File: src/rtl/btn_debounce_if.sv
`default_nettype none
// ============================================================================
// btn_debounce_if : raw button inputs and debounced level/pulse outputs
// Rev 1.0
// ============================================================================

interface btn_debounce_if #(
  parameter int N_BTN = 5
) ();
  logic [N_BTN-1:0] btn_raw;
  logic [N_BTN-1:0] btn_level;
  logic [N_BTN-1:0] btn_press;
  logic [N_BTN-1:0] btn_release;
  logic             sample_tick;

  modport master (
    output btn_raw,
    input  btn_level,
    input  btn_press,
    input  btn_release,
    input  sample_tick
  );

  modport slave (
    input  btn_raw,
    output btn_level,
    output btn_press,
    output btn_release,
    output sample_tick
  );
endinterface

`default_nettype wire

File: src/rtl/btn_debounce.sv
`default_nettype none
// ============================================================================
// btn_debounce : per-button synchronizer, sampled debouncer and auto-repeat
// Rev 1.0
// ============================================================================

module btn_debounce #(
  parameter int CLK_HZ              = 100_000_000,
  parameter int BUTTON_CHK_HZ       = 4096,
  parameter int N_BTN               = 5,
  parameter int STABLE_SAMPLES      = 4,
  parameter bit REPEAT_EN           = 1'b1,
  parameter int REPEAT_DELAY_TICKS  = 2048,
  parameter int REPEAT_PERIOD_TICKS = 410
) (
  input  logic          clk,
  input  logic          rst,
  btn_debounce_if.slave bus
);

  localparam int DIV_RAW = CLK_HZ / BUTTON_CHK_HZ;
  localparam int DIV     = (DIV_RAW < 1) ? 1 : DIV_RAW;
  localparam int TICK_W  = $clog2(DIV - 1) + 1;
  localparam int STAB_W  = $clog2(STABLE_SAMPLES) + 1;
  localparam int RPT_MAX = (REPEAT_DELAY_TICKS > REPEAT_PERIOD_TICKS) ?
                           REPEAT_DELAY_TICKS : REPEAT_PERIOD_TICKS;
  localparam int RPT_W   = $clog2(RPT_MAX) + 1;

  localparam logic [TICK_W-1:0] TICK_LAST   = TICK_W'(DIV - 1);
  localparam logic [STAB_W-1:0] STAB_LAST   = STAB_W'(STABLE_SAMPLES - 1);
  localparam logic [RPT_W-1:0]  DELAY_LAST  = RPT_W'(REPEAT_DELAY_TICKS - 1);
  localparam logic [RPT_W-1:0]  PERIOD_LAST = RPT_W'(REPEAT_PERIOD_TICKS - 1);

  localparam logic [1:0] S_IDLE   = 2'd0;
  localparam logic [1:0] S_HELD   = 2'd1;
  localparam logic [1:0] S_REPEAT = 2'd2;

  // Shared sample-rate divider
  logic [TICK_W-1:0] tick_q;
  logic [TICK_W-1:0] tick_d;
  logic              tick_w;

  always_comb begin
    tick_w = (tick_q == TICK_LAST);
    tick_d = tick_w ? '0 : tick_q + 1'b1;
  end

  always_ff @(posedge clk) begin
    if (rst) begin
      tick_q <= '0;
    end else begin
      tick_q <= tick_d;
    end
  end

  assign bus.sample_tick = tick_w;

  logic [N_BTN-1:0] level_vec;
  logic [N_BTN-1:0] press_vec;
  logic [N_BTN-1:0] release_vec;

  for (genvar b = 0; b < N_BTN; b++) begin : g_btn
    logic              meta_q;
    logic              sync_q;
    logic [STAB_W-1:0] stab_q;
    logic [STAB_W-1:0] stab_d;
    logic              level_q;
    logic              level_d;
    logic              press_q;
    logic              press_d;
    logic              release_q;
    logic              release_d;
    logic              rise_w;
    logic              fall_w;
    logic              rpt_w;
    logic [1:0]        state_q;
    logic [1:0]        state_d;
    logic [RPT_W-1:0]  rcnt_q;
    logic [RPT_W-1:0]  rcnt_d;

    always_comb begin : debounce
      stab_d  = stab_q;
      level_d = level_q;
      rise_w  = 1'b0;
      fall_w  = 1'b0;
      if (tick_w) begin
        if (sync_q != level_q) begin
          if (stab_q == STAB_LAST) begin
            stab_d  = '0;
            level_d = ~level_q;
            rise_w  = ~level_q;
            fall_w  = level_q;
          end else begin
            stab_d = stab_q + 1'b1;
          end
        end else begin
          stab_d = '0;
        end
      end
    end

    // A release accepted on a repeat-due tick overrides the repeat pulse
    always_comb begin : repeat_fsm
      state_d = state_q;
      rcnt_d  = rcnt_q;
      rpt_w   = 1'b0;
      if (fall_w) begin
        state_d = S_IDLE;
        rcnt_d  = '0;
      end else begin
        case (state_q)
          S_IDLE: begin
            if (rise_w) begin
              state_d = S_HELD;
              rcnt_d  = '0;
            end
          end
          S_HELD: begin
            if (REPEAT_EN && tick_w) begin
              if (rcnt_q >= DELAY_LAST) begin
                rpt_w   = 1'b1;
                rcnt_d  = '0;
                state_d = S_REPEAT;
              end else begin
                rcnt_d = rcnt_q + 1'b1;
              end
            end
          end
          S_REPEAT: begin
            if (tick_w) begin
              if (rcnt_q >= PERIOD_LAST) begin
                rpt_w  = 1'b1;
                rcnt_d = '0;
              end else begin
                rcnt_d = rcnt_q + 1'b1;
              end
            end
          end
          default: begin
            state_d = S_IDLE;
            rcnt_d  = '0;
          end
        endcase
      end
      press_d   = rise_w | rpt_w;
      release_d = fall_w;
    end

    always_ff @(posedge clk) begin
      if (rst) begin
        meta_q    <= 1'b0;
        sync_q    <= 1'b0;
        stab_q    <= '0;
        level_q   <= 1'b0;
        press_q   <= 1'b0;
        release_q <= 1'b0;
        state_q   <= S_IDLE;
        rcnt_q    <= '0;
      end else begin
        meta_q    <= bus.btn_raw[b];
        sync_q    <= meta_q;
        stab_q    <= stab_d;
        level_q   <= level_d;
        press_q   <= press_d;
        release_q <= release_d;
        state_q   <= state_d;
        rcnt_q    <= rcnt_d;
      end
    end

    assign level_vec[b]   = level_q;
    assign press_vec[b]   = press_q;
    assign release_vec[b] = release_q;
  end

  assign bus.btn_level   = level_vec;
  assign bus.btn_press   = press_vec;
  assign bus.btn_release = release_vec;

endmodule

`default_nettype wire
File: src/flat_wrapper.sv
// flat-port wrapper written by rule: the top's interface ports become plain ports
module btn_debounce_flat 
#(
  parameter int CLK_HZ              = 100_000_000,
  parameter int BUTTON_CHK_HZ       = 4096,
  parameter int N_BTN               = 5,
  parameter int STABLE_SAMPLES      = 4,
  parameter bit REPEAT_EN           = 1'b1,
  parameter int REPEAT_DELAY_TICKS  = 2048,
  parameter int REPEAT_PERIOD_TICKS = 410
)
  (clk, rst, bus_btn_raw, bus_btn_level, bus_btn_press, bus_btn_release, bus_sample_tick);
  btn_debounce_if #(.N_BTN(N_BTN)) bus_i ();
  input  logic clk;
  input  logic rst;
  input wire logic [$bits(bus_i.btn_raw)-1:0] bus_btn_raw;
  output wire logic [$bits(bus_i.btn_level)-1:0] bus_btn_level;
  output wire logic [$bits(bus_i.btn_press)-1:0] bus_btn_press;
  output wire logic [$bits(bus_i.btn_release)-1:0] bus_btn_release;
  output wire logic [$bits(bus_i.sample_tick)-1:0] bus_sample_tick;
  assign bus_i.btn_raw = bus_btn_raw;
  assign bus_btn_level = bus_i.btn_level;
  assign bus_btn_press = bus_i.btn_press;
  assign bus_btn_release = bus_i.btn_release;
  assign bus_sample_tick = bus_i.sample_tick;
  btn_debounce #(.CLK_HZ(CLK_HZ), .BUTTON_CHK_HZ(BUTTON_CHK_HZ), .N_BTN(N_BTN), .STABLE_SAMPLES(STABLE_SAMPLES), .REPEAT_EN(REPEAT_EN), .REPEAT_DELAY_TICKS(REPEAT_DELAY_TICKS), .REPEAT_PERIOD_TICKS(REPEAT_PERIOD_TICKS)) u_core (.clk(clk), .rst(rst), .bus(bus_i));
endmodule
File: config.mk
export PLATFORM = sky130hd
export DESIGN_NAME = btn_debounce_flat
export DESIGN_NICKNAME = d
export VERILOG_FILES = /design/src/rtl/btn_debounce_if.sv /design/src/rtl/btn_debounce.sv /design/src/flat_wrapper.sv
export SDC_FILE = /design/constraint.sdc
export NUM_CORES = 1
export LEC_CHECK = 0
export ABC_AREA = 1
export CAP_MARGIN = 40
export CORE_MARGIN = 2
export CORE_UTILIZATION = 45
export CTS_CLUSTER_SIZE = 20
export DETAILED_ROUTE_END_ITERATION = 10
export MAX_ROUTING_LAYER = met4
export PLACE_DENSITY_LB_ADDON = 0.05
export SLEW_MARGIN = 20
export SYNTH_ARGS = -nofsm -noshare
export SYNTH_HDL_FRONTEND = slang
export SYNTH_SLANG_ARGS = --single-unit
export TNS_END_PERCENT = 20
File: constraint.sdc
create_clock -name clk -period 1.8 [get_ports clk]
set_input_delay 0.45 -clock clk [delete_from_list [all_inputs] [get_ports clk]]
set_output_delay 0.45 -clock clk [all_outputs]
set_load 0.01 [all_outputs]
Word-level counts from Yosys, hierarchy flattened
Index checks and enable logic that the tools add are counted.

Bits in registers: 126. Input bits: 7. Logic and storage cells: 264. Output and inout bits: 16.

$add $sub $neg: 11. Multiplexer cells: 120. Bitwise gates (word level): 15. Magnitude comparators: 10. Reduce and logical (&&, ||, !) cells: 26. Equality and inequality tests: 41.

Operator list (number): two-way mux 12 bit (25); case mux 12 bit (3 select lines) (5); adder 12 x 1 -> 12 bit, second input constant (5); greater-or-equal comparator 12 x 11 -> 1 bit, second input constant (5); greater-or-equal comparator 12 x 9 -> 1 bit, second input constant (5); two-way mux 1 bit (55); two-way mux 2 bit (15); two-way mux 3 bit (10); case mux 2 bit (3 select lines) (5); AND reduction 3 bit (10); != test 2 x 1 -> 1 bit, second input constant (10); != test 2 bit, second input constant (10); AND reduction 4 bit (5); adder 16 x 1 -> 16 bit, second input constant (1); == test 16 x 15 -> 1 bit, second input constant (1); adder 3 x 1 -> 3 bit, second input constant (5); == test 3 x 2 -> 1 bit, second input constant (5); OR reduction 2 bit (6); == test 2 x 1 -> 1 bit, second input constant (5); == test 2 bit, second input constant (5); logical NOT 2 bit (5); inverter 1 bit (10); case mux 1 bit (2 select lines) (5); != test 1 bit (5); bitwise OR 1 bit (5).

Logic depth before layout (Yosys ltp)
Depth in word-level cells: 6. Mapped depth: 14. Depth with buffers taken out: 12.

Worst setup path after synthesis
No wires, ideal clock.

Kind: register -> register. From: reg u_core.g_btn[0].rcnt_q[0]. To: reg u_core.g_btn[0].rcnt_q[0]. Data arrival time: 1.533 ns. Slack: 0.151 ns. Period minus slack after synthesis: 1.649 ns. Required time: 1.684 ns. Stages on the path, launching flop included: 13. Library setup time: 0.116 ns. Path buffers: 0. Cells stage by stage: dfxtp_1 -> ha_1 -> nand2_1 -> nor2_1 -> nand3_1 -> nand2_1 -> inv_1 -> nand2_1 -> nand2_1 -> nand2_1 -> nand2_1 -> nand2_2 -> nor2_1.

Word-level cells in the longest chain between the ends: 4. Elaborated cells between the ends (all ways): 8. Classes of those cells: add/sub (1); order compare (2); mux (5).

Ends and longest elaborated chain: start: declaration (RTL line btn_debounce.sv:78) `logic [RPT_W-1:0] rcnt_q;`; start signal: assignment (RTL line btn_debounce.sv:167) `rcnt_q <= rcnt_d;`; adder 12 x 1 -> 12 bit (tied with other cells) (RTL line btn_debounce.sv:125, btn_debounce.sv:135); two-way mux 12 bit, on equally long branches (RTL line btn_debounce.sv:131, btn_debounce.sv:120); two-way mux 12 bit, on equally long branches (RTL line btn_debounce.sv:130, btn_debounce.sv:119); case mux 12 bit (3 select lines) (*) (RTL line btn_debounce.sv:111) `case (state_q)`.

Every way passes the cells marked *; elsewhere a longest branch is shown, timed or not. The select of a mux whose other input is x is not followed. A chain may end at the register's enable or synchronous reset.

Final worst setup path
From: reg u_core.tick_q[1]. To: out bus_sample_tick.

Word-level cells in the longest chain between the ends: 1.

Ends and longest elaborated chain: start: declaration (RTL line btn_debounce.sv:39) `logic [TICK_W-1:0] tick_q;`; start signal: assignment (RTL line btn_debounce.sv:52) `tick_q <= tick_d;`; == test 16 x 15 -> 1 bit (RTL line btn_debounce.sv:44) `tick_w = (tick_q == TICK_LAST);`; end: declaration (RTL line flat_wrapper.sv:20) `output wire logic [$bits(bus_i.sample_tick)-1:0] bus_sample_tick;`.

Every way passes these cells.

==> summary.md <==
| Metric | Value |
|---|---|
| FMAX | `0.5506 GHz` |
| DR vias | `6877` |
| Worst Clk Skew | `roughly 0.0077 ns` |
| Syn Nets | `~1200` |
| Vias in the first global route | `6297` |
| WL met1 | `8315 µm` |
| Mux contribution to synthesized area | `0` |
| Post-route setup slack | `-0.01623 ns` |
| Max-cap viol count | `0` |
| Overall routing resource usage | `0.2017` |
| Antenna Cells | `0` |
| Worst Tran Pin Value | `0.3480 ns` |
| Post-synthesis cell type count | `33` |
| FF+latch count, synth | `126` |
| DIE HEIGHT | `131.6 µm` |
| Commonest cells in the netlist | `nand2_1 (267), nor2_1 (174), inv_1 (160)` |
| Slew headroom | `0.7663` |
| Setup violations, final | `1` |
| Global-route wire length before repair | `28500 µm` |
| Cells after synthesis | `1111` |
| Adder-cell area share of the yosys netlist | `0.06488` |
| # IOs | `23` |
| Worst hold path class | `reg -> reg` |
| Max FO, Critical Path | `2` |
| Pin count of the biggest net entering global routing | `17` |
| TritonRoute pass-1 iters | `5` |
| Initial detailed-routing violation count | `294` |
| DP Wirelength | `12120 µm` |
| Most common cell in the netlist | `nand2_1` |
| Crit path launch type | `flop` |
| Crit path time final | `1.816 ns` |
| Share of layout cells above drive strength 1 | `0.1825` |
| Die Span X | `131.6 µm` |
| Area Overhead vs Synth | `25.82%` |
| Clk slew on worst S/H paths | `roughly 0.060 ns` |
| Reg area | `0.002545 mm²` |
| CORE AREA | `0.01589 mm²` |
| Cts hold-fix bufs | `0` |
| Met3 wire length | `602 µm` |
| Area leader, netlist | `dfxtp_1` |
| # clock sinks | `126` |
| Largest family of logic cells by synthesized area | `simple AND/OR/NAND/NOR gates` |
| Full die area | `0.01732 mm²` |
| Total Power | `between 0.006 and 0.007 W` |
| Residual DRC | `0` |
| Failing checks | `setup timing` |
| Post-synth EDFFs | `0` |
| Post-synth ARST share | `0` |
| GP Congestion | `0.8980` |
| Crit path from | `u_core.tick_q[1]` |
| Worst EP required | `around 1.4 ns` |
| Primary FF master, synth | `dfxtp_1` |
| DR top layer | `met4` |
| Register area share after synthesis | `0.3442` |
| Fill count | `1514` |
| Fin. Hold Viols | `0` |
| Outcome | `finished with violations` |
| IO buf count | `22` |
| Synth Area in Compound Gates | `0.07871` |
| Period utilization | `1.009` |
| Syn. warnings | `0` |
| Footprint of the multi-input gates | `0.004145 mm²` |
| Initial core utilization | `0.4613` |
| CTS Buffer Depth | `2` |
| Endpoint class of the critical path | `output pin` |
| WS Path Type | `reg -> out` |
| Yosys top cell area share | `0.3442` |
| Critical Path AT | `~1.4 ns` |
| Nets | `1266` |
| Routed wl met2 | `7266 µm` |
| Max Slew Vio Count | `0` |
| Pwr Density | `around 690 mW/mm²` |
| RSZ-0062 raised after global routing | `yes` |
| Total detailed-routing wirelength | `16430 µm` |
| Min-delay src | `u_core.g_btn[2].meta_q` |
| Simple-gate share of the synthesized area | `0.3799` |
| Inserted Clock Buffers | `17` |
| Worst skew pair latency | `around 0.41 ns` |
| Worst VDD drop | `643.7 µV` |
| Via-to-Cell Ratio | `between 4 and 5` |
| Wire per inst | `approximately 11 µm` |
| Main area contributors after synthesis | `dfxtp_1 (34%), nand2_1 (14%), nor2_1 (8.9%), inv_1 (8.2%), ha_1 (6.5%)` |
| Global route total overflow | `0` |
| Syn_area_per_cell | `6.596 µm²` |
| Rows | `46` |
| Netlist Area Pre-Place | `0.007328 mm²` |
| DRT antenna net count | `0` |
| Root Driver | `clkbuf_16` |
| CTS H-Tree Depth | `4` |
| Leak | `approximately 3.8 nW` |
| Final hold slack | `0.3988 ns` |
| Post-synthesis xor/xnor area fraction | `0.01554` |
| TritonCTS clock tree | `built` |
| Initial antenna violation count | `0` |
| RR Startpoint | `u_core.tick_q[12]` |
==> critical path, cell delays in order (launching register included) <==
cell     delay (ns)
dfxtp_2        0.32
inv_2          0.05
ha_4           0.13
nand3_4        0.06
inv_2          0.05
nand2_2        0.05
nor2_4         0.16
buf_6          0.12
==> metal layers <==
| metal | global-route usage | vias to the layer above |
|---|---|---|
| met1 | 0.2706 | 3030 |
| met3 | 0.03704 | 15 |
| met4 | 0.06643 | 0 |
| met5 | - | - |
| met2 | 0.3074 | 100 |
| li1 | - | 3732 |
==> where the power goes <==
group	switching [W]	internal, W
registers	0.00000839	0.00281
logic	0.0000950	0.0000679
clock network	0.00118	0.00216
==> stage by stage <==
step           setup WS [ns]    util  setup TNS (ns)  cell area, µm²  std cells
6_report            -0.01623  0.5804        -0.01623            9220       1449
5_1_grt              -0.1033  0.5804          -1.497            9220       1449
4_1_cts             -0.05351  0.5656         -0.3186            8985       1447
3_5_place_dp         -0.1050  0.5273          -1.875            8376       1416
3_3_place_gp         -0.1043  0.5273          -1.277            8376       1416
2_1_floorplan         0.1508       -               0            7328       1111
==> final timing paths <==
check	cells after the start	to	slack, ns
min	2	u_core.g_btn[2].sync_q	0.40
max	7	bus_sample_tick	-0.02
max reg2reg	14	u_core.g_btn[0].rcnt_q[2]	0.06
min reg2reg	2	u_core.g_btn[2].sync_q	0.40
==> sequential cells by signal, summed over array words and instances (netlist names) <==
name / flops
u_core.g_btn.level_q: 5
u_core.g_btn.meta_q: 5
u_core.g_btn.press_q: 5
u_core.g_btn.rcnt_q: 60
u_core.g_btn.release_q: 5
u_core.g_btn.stab_q: 15
u_core.g_btn.state_q: 10
u_core.g_btn.sync_q: 5
u_core.tick_q: 16
==> cells in the final DEF, fill, tap and decap left out, types with 6 or more instances in the layout <==
master,instances
ha_1,36
o21ai_1,6
nand3_1,62
nand2_1,262
nand4_1,49
o21ai_0,30
dfxtp_2,18
nor2_1,167
nor2_2,8
buf_6,9
nand2_4,18
nor4_1,6
clkdlybuf4s50_1,16
buf_4,84
a21oi_1,51
inv_1,157
clkbuf_16,17
dfxtp_1,108
nand2_2,12
nor2_4,7
inv_2,17
nor3_1,23
xnor2_1,8
==> final cells by class <==
cell class	instances	share of cell area
clock buffers	24	0.05333
clock inverters	7	0.009228
inverters	175	0.07152
multi-input cells	783	0.4496
flip-flops and latches	126	0.2760
well taps	216	0.02931
repair buffers	118	0.1110
==> timing repair <==
action / in CTS / in global routing
setup buffers: 0 / 2
gates resized for setup: 24 / 61
endpoints found under the setup margin: 45 / 93
cloned: 0 / 0
pin swaps: 3 / 13
==> cell families after synthesis <==
family / after synthesis
DFF: 126
AOI/OAI and AO/OA: 102
and+or+nand+nor: 630
adders and majority gates: 38
buffers and inverters: 202
xor gates and xnor gates: 13
No activity file was read; power rests on OpenSTA's default activity.
